--- config.mk ---
export PLATFORM = sky130hd
export DESIGN_NAME = led_fader
export DESIGN_NICKNAME = d
export VERILOG_FILES = /design/src/rtl/led_fader.sv
export SDC_FILE = /design/constraint.sdc
export NUM_CORES = 1
export LEC_CHECK = 0
export ABC_CLOCK_PERIOD_IN_PS = 2200
export CAP_MARGIN = 10
export CELL_PAD_IN_SITES_DETAIL_PLACEMENT = 1
export CELL_PAD_IN_SITES_GLOBAL_PLACEMENT = 2
export CORE_ASPECT_RATIO = 0.7
export CORE_MARGIN = 5
export CORE_UTILIZATION = 37
export DETAILED_ROUTE_END_ITERATION = 8
export HOLD_SLACK_MARGIN = 0.02
export PLACE_DENSITY_LB_ADDON = 0.2
export SYNTH_ARGS = -nofsm -noshare
export SYNTH_HDL_FRONTEND = slang
export SYNTH_SLANG_ARGS = --single-unit
export TNS_END_PERCENT = 20
--- constraint.sdc ---
create_clock -name clk_i -period 2.2 [get_ports clk_i]
set_input_delay 0.33 -clock clk_i [delete_from_list [all_inputs] [get_ports clk_i]]
set_output_delay 0.33 -clock clk_i [all_outputs]
set_load 0.03 [all_outputs]
--- src/rtl/led_fader.sv ---
// led_fader: PWM LED driver with linear fade-in/fade-out ramp.
// Ports: clk_i, rst_ni, level_i in; pwm_o, bright_o, busy_o out. Macro LED_FADER_GAMMA_EN.
module led_fader #(
  parameter int PWM_BITS = 8,
  parameter int STEP_DIV = 1000
) (
  input  logic                clk_i,
  input  logic                rst_ni,
  input  logic                level_i,
  output logic                pwm_o,
  output logic [PWM_BITS-1:0] bright_o,
  output logic                busy_o
);

  localparam int MAX_I = (1 << PWM_BITS) - 1;
  localparam int PSW = (STEP_DIV > 1) ? $clog2(STEP_DIV) : 1;

  localparam logic [PWM_BITS-1:0] MAX = PWM_BITS'(MAX_I);
  localparam logic [PWM_BITS-1:0] ONE = PWM_BITS'(1);
  localparam logic [PWM_BITS-1:0] ZERO = '0;
  localparam logic [PSW-1:0] PS_LAST = PSW'(STEP_DIV - 1);

  localparam logic [1:0] S_OFF  = 2'd0;
  localparam logic [1:0] S_RISE = 2'd1;
  localparam logic [1:0] S_ON   = 2'd2;
  localparam logic [1:0] S_FALL = 2'd3;

  logic [1:0]          state;
  logic [1:0]          state_n;
  logic [PWM_BITS-1:0] bright;
  logic [PWM_BITS-1:0] bright_n;
  logic [PSW-1:0]      presc;
  logic [PSW-1:0]      presc_n;
  logic [PWM_BITS-1:0] pwm_cnt;
  logic [PWM_BITS-1:0] duty;
  logic [PWM_BITS-1:0] duty_src;
  logic                pwm_q;
  logic                busy;
  logic                fading;
  logic                step;
  logic                fading_n;
  logic                wrap;

  assign fading = (state == S_RISE) || (state == S_FALL);
  assign step = fading && (presc == PS_LAST);
  assign fading_n = (state_n == S_RISE) || (state_n == S_FALL);
  assign wrap = (pwm_cnt == MAX - ONE);

  // Reversals keep brightness; the ramp ends clamped at 0 or MAX
  // even if a reversal left it already sitting at the end value.
  always_comb begin
    state_n = state;
    bright_n = bright;
    unique case (1'b1)
      (state == S_OFF): begin
        if (level_i) state_n = S_RISE;
      end
      (state == S_RISE): begin
        if (!level_i) begin
          state_n = S_FALL;
        end else if (step) begin
          if (bright >= MAX - ONE) begin
            bright_n = MAX;
            state_n = S_ON;
          end else begin
            bright_n = bright + ONE;
          end
        end
      end
      (state == S_ON): begin
        if (!level_i) state_n = S_FALL;
      end
      (state == S_FALL): begin
        if (level_i) begin
          state_n = S_RISE;
        end else if (step) begin
          if (bright <= ONE) begin
            bright_n = ZERO;
            state_n = S_OFF;
          end else begin
            bright_n = bright - ONE;
          end
        end
      end
      default: state_n = S_OFF;
    endcase
  end

  // Prescaler restarts on any transition so the first step lands
  // a full STEP_DIV cycles after entering a fade.
  always_comb begin
    presc_n = '0;
    if (fading && (state_n == state) && (presc != PS_LAST))
      presc_n = presc + 1'b1;
  end

`ifdef LED_FADER_GAMMA_EN
  logic [2*PWM_BITS-1:0] sq;
  assign sq = {{PWM_BITS{1'b0}}, bright} * {{PWM_BITS{1'b0}}, bright}
            + {{PWM_BITS{1'b0}}, MAX};
  assign duty_src = PWM_BITS'(sq >> PWM_BITS);
`else
  assign duty_src = bright;
`endif

  always_ff @(posedge clk_i or negedge rst_ni) begin
    if (!rst_ni) begin
      state <= S_OFF;
      bright <= '0;
      presc <= '0;
      busy <= 1'b0;
      pwm_cnt <= '0;
      duty <= '0;
      pwm_q <= 1'b0;
    end else begin
      state <= state_n;
      bright <= bright_n;
      presc <= presc_n;
      busy <= fading_n;
      pwm_cnt <= wrap ? ZERO : pwm_cnt + ONE;
      if (wrap) duty <= duty_src;
      pwm_q <= (pwm_cnt < duty);
    end
  end

  assign pwm_o = pwm_q;
  assign bright_o = bright;
  assign busy_o = busy;

endmodule

### Word-level counts from Yosys, hierarchy flattened

Index checks and enable logic that the tools add are counted.

* register bits after elaboration: 38
* bits of input ports: 3
* word-level logic and storage cells: 53

* add/sub/neg operators: 4
* $lt $le $gt $ge: 3
* eq/ne operators: 13
* mux-type cells: 18
* reduce and logical (&&, ||, !) cells: 8

Operators with widths (count)
* two-way mux 8 bit: 7
* adder 8 x 1 -> 8 bit (second input constant): 2
* two-way mux 2 bit: 8
* case mux 8 bit (2 select lines): 1
* adder 10 x 1 -> 10 bit (second input constant): 1
* equality test 10 bit (second input constant): 1
* two-way mux 10 bit: 1
* != test 10 bit (second input constant): 1
* equality test 8 bit (second input constant): 1
* greater-or-equal comparator 8 bit (second input constant): 1
* <= comparator 8 x 1 -> 1 bit (second input constant): 1
* < comparator 8 bit: 1
* != test 2 bit (second input constant): 4
* case mux 2 bit (4 select lines): 1
* subtractor 8 x 1 -> 8 bit (second input constant): 1
* equality test 2 bit (second input constant): 3
* AND reduction 5 bit: 1
* equality test 2 x 1 -> 1 bit (second input constant): 2
* logical AND 1 bit: 3
* equality test 2 bit: 1
* zero test 2 bit: 1
* logical OR 1 bit: 2
* nonzero test 2 bit: 1

### Depth between registers and ports, before layout

* depth in word-level cells: 10
* mapped depth: 8
* depth with buffers taken out: 7

### Worst setup path after synthesis

OpenSTA, ideal clock, no wires.

* path type: flip-flop to flip-flop
* start point: register bright[6], in the netlist bright_o[6]
* end point: register bright[6], in the netlist bright_o[6]
* arrival time: 1.784 ns
* data required time: 2.075 ns
* path slack: 0.290 ns
* cell stages (with the launch flop): 7
* path buffers: 1
* period minus slack after synthesis: 1.910 ns
* cells stage by stage: dfrtp_1 -> buf_2 -> or4_4 -> o41ai_4 -> nor2b_1 -> o21ai_0 -> o21ai_1

* longest elaborated chain between the ends: 5
* elaborated cells on any way between the ends: 11
* those cells by class: 2 x add/sub; 2 x order compare; 7 x mux

RTL lines
* start: declaration: RTL line 30 `logic [PWM_BITS-1:0] bright;`
* start signal: assignment: RTL line 117 `bright <= bright_n;`
* subtractor 8 x 1 -> 8 bit, or another cell as far along: RTL line 81 `bright_n = bright - ONE;`
* two-way mux 8 bit, on equally long branches: RTL line 77, 62
* two-way mux 8 bit, on equally long branches: RTL line 76, 61
* two-way mux 8 bit, on equally long branches: RTL line 74, 59
* case mux 8 bit (2 select lines) (*): RTL line 54 `unique case (1'b1)`

Every way passes the cells marked *; elsewhere a longest branch is shown, timed or not. The select of a mux whose other input is x is not followed.
A chain may end at the register's enable or synchronous reset.

### Worst setup path after layout

* start point: register bright[2], in the netlist bright_o[2]
* end point: output port bright_o[2]

RTL lines
* end: declaration: RTL line 11 `output logic [PWM_BITS-1:0] bright_o,`

No word-level cell between the ends.

==> impl_metrics.yaml <==
power:
  leakage_uw: 0.00108
  power_density_nw_per_um2: 763
  irDropWorstVdd_v: 0.000361
synth:
  synth_top_cell_area_share_pct: 42.0
  synth_ff_type: "dfrtp_1"
  yosysSeqAreaShare_pct: 42.0
  synth-async-reset-ratio_pct: 100
  syn_avg_cell_area_sq_um: 9.03
  synth_edf_count: 0
  yosys.area.top_type: "dfrtp_1"
  ys_types: 45
  ys_seq_elements: 37
  synth_area_leaders: "dfrtp_1 42%, ha_1 8.0%, nor2_1 5.8%, o21ai_0 4.1%, xnor2_1 3.6%"
  syn_area_sq_um: 2200
  synth_cells: 244
  yosysWarnings: 0
  syn-num-nets: 261
global_route:
  antenna_found_initial: 0
  grt_max_degree: 38
  grt_pass1_vias: 1791
  grt_pass1_wl_mm: 9.63
  gr-total-overflow: 0
  track_usage_pct: 16.6
worst_setup_path:
  critPathKind: "reg -> out"
  worst_setup_path_end_kind: "primary output"
  rrSetupSlack_ps: 260
  slowest_stage: "clkdlybuf4s50_1"
  crit_path_max_fanout: 11
  path_cells: "clkdlybuf4s50_1"
  path_buf_inv: 1
  crit_family: "buffers and inverters"
  critPathArrivalTime_ps: 1620
  critPathLaunchType: "flip-flop"
  max_stage_delay_ps: 750
  required_ps: 1870
finish:
  multi_input_area_sq_um: 1160
  area_delta_synth_final_pct: 16.9
  instances_no_fill: 342
  layout_commonest_cell: "dfrtp_1"
  drive_above_1_share_pct: 12.0
  antenna_cells: 0
  final-seq-area_sq_um: 926
  most-common-layout-cells: "37 x dfrtp_1, 34 x nor2_1, 20 x nand2_1"
  nFillCells: 683
  nNetsFinal: 284
die:
  die_h_microns: 74.5
  rows: 23
  die-area_sq_um: 7620
  die_w_microns: 102
  io_pins: 13
  initial_core_util_pct: 38.3
  coreArea_sq_um: 5760
clock_network:
  h-tree-depth: 2
  clk-insertion-delay-late_ps: 290
  cts_resized: 0
  holdBufCountCts: 0
  cts_setup_buffers: 0
  clock_sinks: 37
  numCtsBuffers: 5
  cts_root_buf: "clkbuf_8"
  cts_buffer_depth: 2
  cts_tree: "built"
  path_clk_slew_ps: 80
place:
  dp.cells: 335
  io_buffers: 12
  dpl.hpwl_mm: 4.24
  gp_congestion: 0.802
hold_path:
  hold_path.class: "in -> async"
timing:
  fin_setup_tns_ps: 0
  hold_violations: 0
  slew_viol_final: 0
  min_period_ps: 1950
  slew_headroom_pct: 43.3
  clock.fmax_mhz: 513
  period_share_pct: 88.6
  tightestPinTransition_ps: 851
  setup_viol: 0
  rsz0062_at_grt: "false"
  fin_skew_ps: 11.7
detailed_routing:
  vias: 1819
  initialDrtViolationCount: 76
  wl_per_cell_microns: 16.8
  ant_nets: 0
  post-route-drc-count: 0
  vias_per_cell: 5.32
  first_pass_iters: 4
  drt_wl_total_mm: 5.75
status:
  outcome: "finished clean"
job:
  cap_violations: 0
==> Yosys cell counts (6+ instances only) <==
master   number
a21oi_1       9
buf_2         6
dfrtp_1      37
ha_1         14
inv_1        14
nand2_1      20
nand3_1      13
nor2_1       34
nor3_1        6
o21ai_0      18
xnor2_1       9
xor2_1        6
==> metrics by stage <==
| step | area, sq um | setup WS [ps] | power [uW] | hold WS (ps) | util, % |
|---|---|---|---|---|---|
| 2_1_floorplan | 2200 | 290 | 1180 | 34.4 | - |
| 3_3_place_gp | 2470 | 120 | 1400 | 473 | 42.9 |
| 3_5_place_dp | 2470 | 27.4 | 1400 | 484 | 42.9 |
| 4_1_cts | 2570 | 243 | 1990 | 172 | 44.7 |
| 5_1_grt | 2570 | 97.5 | 2090 | 210 | 44.7 |
| 6_report | 2570 | 252 | 1960 | 147 | 44.7 |
==> sequential cells by signal (all words and copies together) (netlist names) <==
name	cells
presc	10
bright_o	8
duty	8
pwm_cnt	8
state	2
pwm_o	1
==> where the power goes <==
part,switching [uW],internal (uW),leakage [uW]
Sequential,43.4,728,0.000475
Combinational,391,232,0.000549
Clock,241,330,0.0000540
==> worst paths after layout <==
check,startpoint,end,cells after the start
worst max-delay path,bright_o[2]$_DFFE_PN0P_,bright_o[2],1
worst min-delay path,rst_ni,presc[1]$_DFF_PN0_,1
worst max register to register,bright_o[1]$_DFFE_PN0P_,bright_o[2]$_DFFE_PN0P_,7
worst min register to register,pwm_cnt[0]$_DFF_PN0_,pwm_cnt[0]$_DFF_PN0_,1
max in group asynchronous,rst_ni,duty[6]$_DFFE_PN0N_,1
min in group clk_i,pwm_cnt[0]$_DFF_PN0_,pwm_cnt[0]$_DFF_PN0_,1
==> cell families (layout without fill, tap and decap cells) <==
kind of cell,Yosys count,in the layout,synth area share [%]
DFF,37,37,42.0
buffers and inverters,26,49,5.11
and+or+nand+nor,94,94,21.1
AOI/OAI and AO/OA,56,56,16.8
adders and majority gates,14,14,7.95
muxes,2,2,1.02
xor gates and xnor gates,15,15,5.97
==> metal layers <==
layer / global-route usage [%] / share of wire, %
met2: 23.8 / 41
met4: 2.62 / 0.49
met1: 25.9 / 55
met3: 3.66 / 3.0
met5: 0 / 0
==> area by class of cell <==
cell class	instances	share of cell area, %
clock buffer	5	2.67
sequential	37	36.0
multi-input combinational	181	45.2
tap	75	3.64
clock inverter	2	1.36
timing repair buffer	28	9.14
inverter	14	2.04
Power figures use the tool's default switching activity.
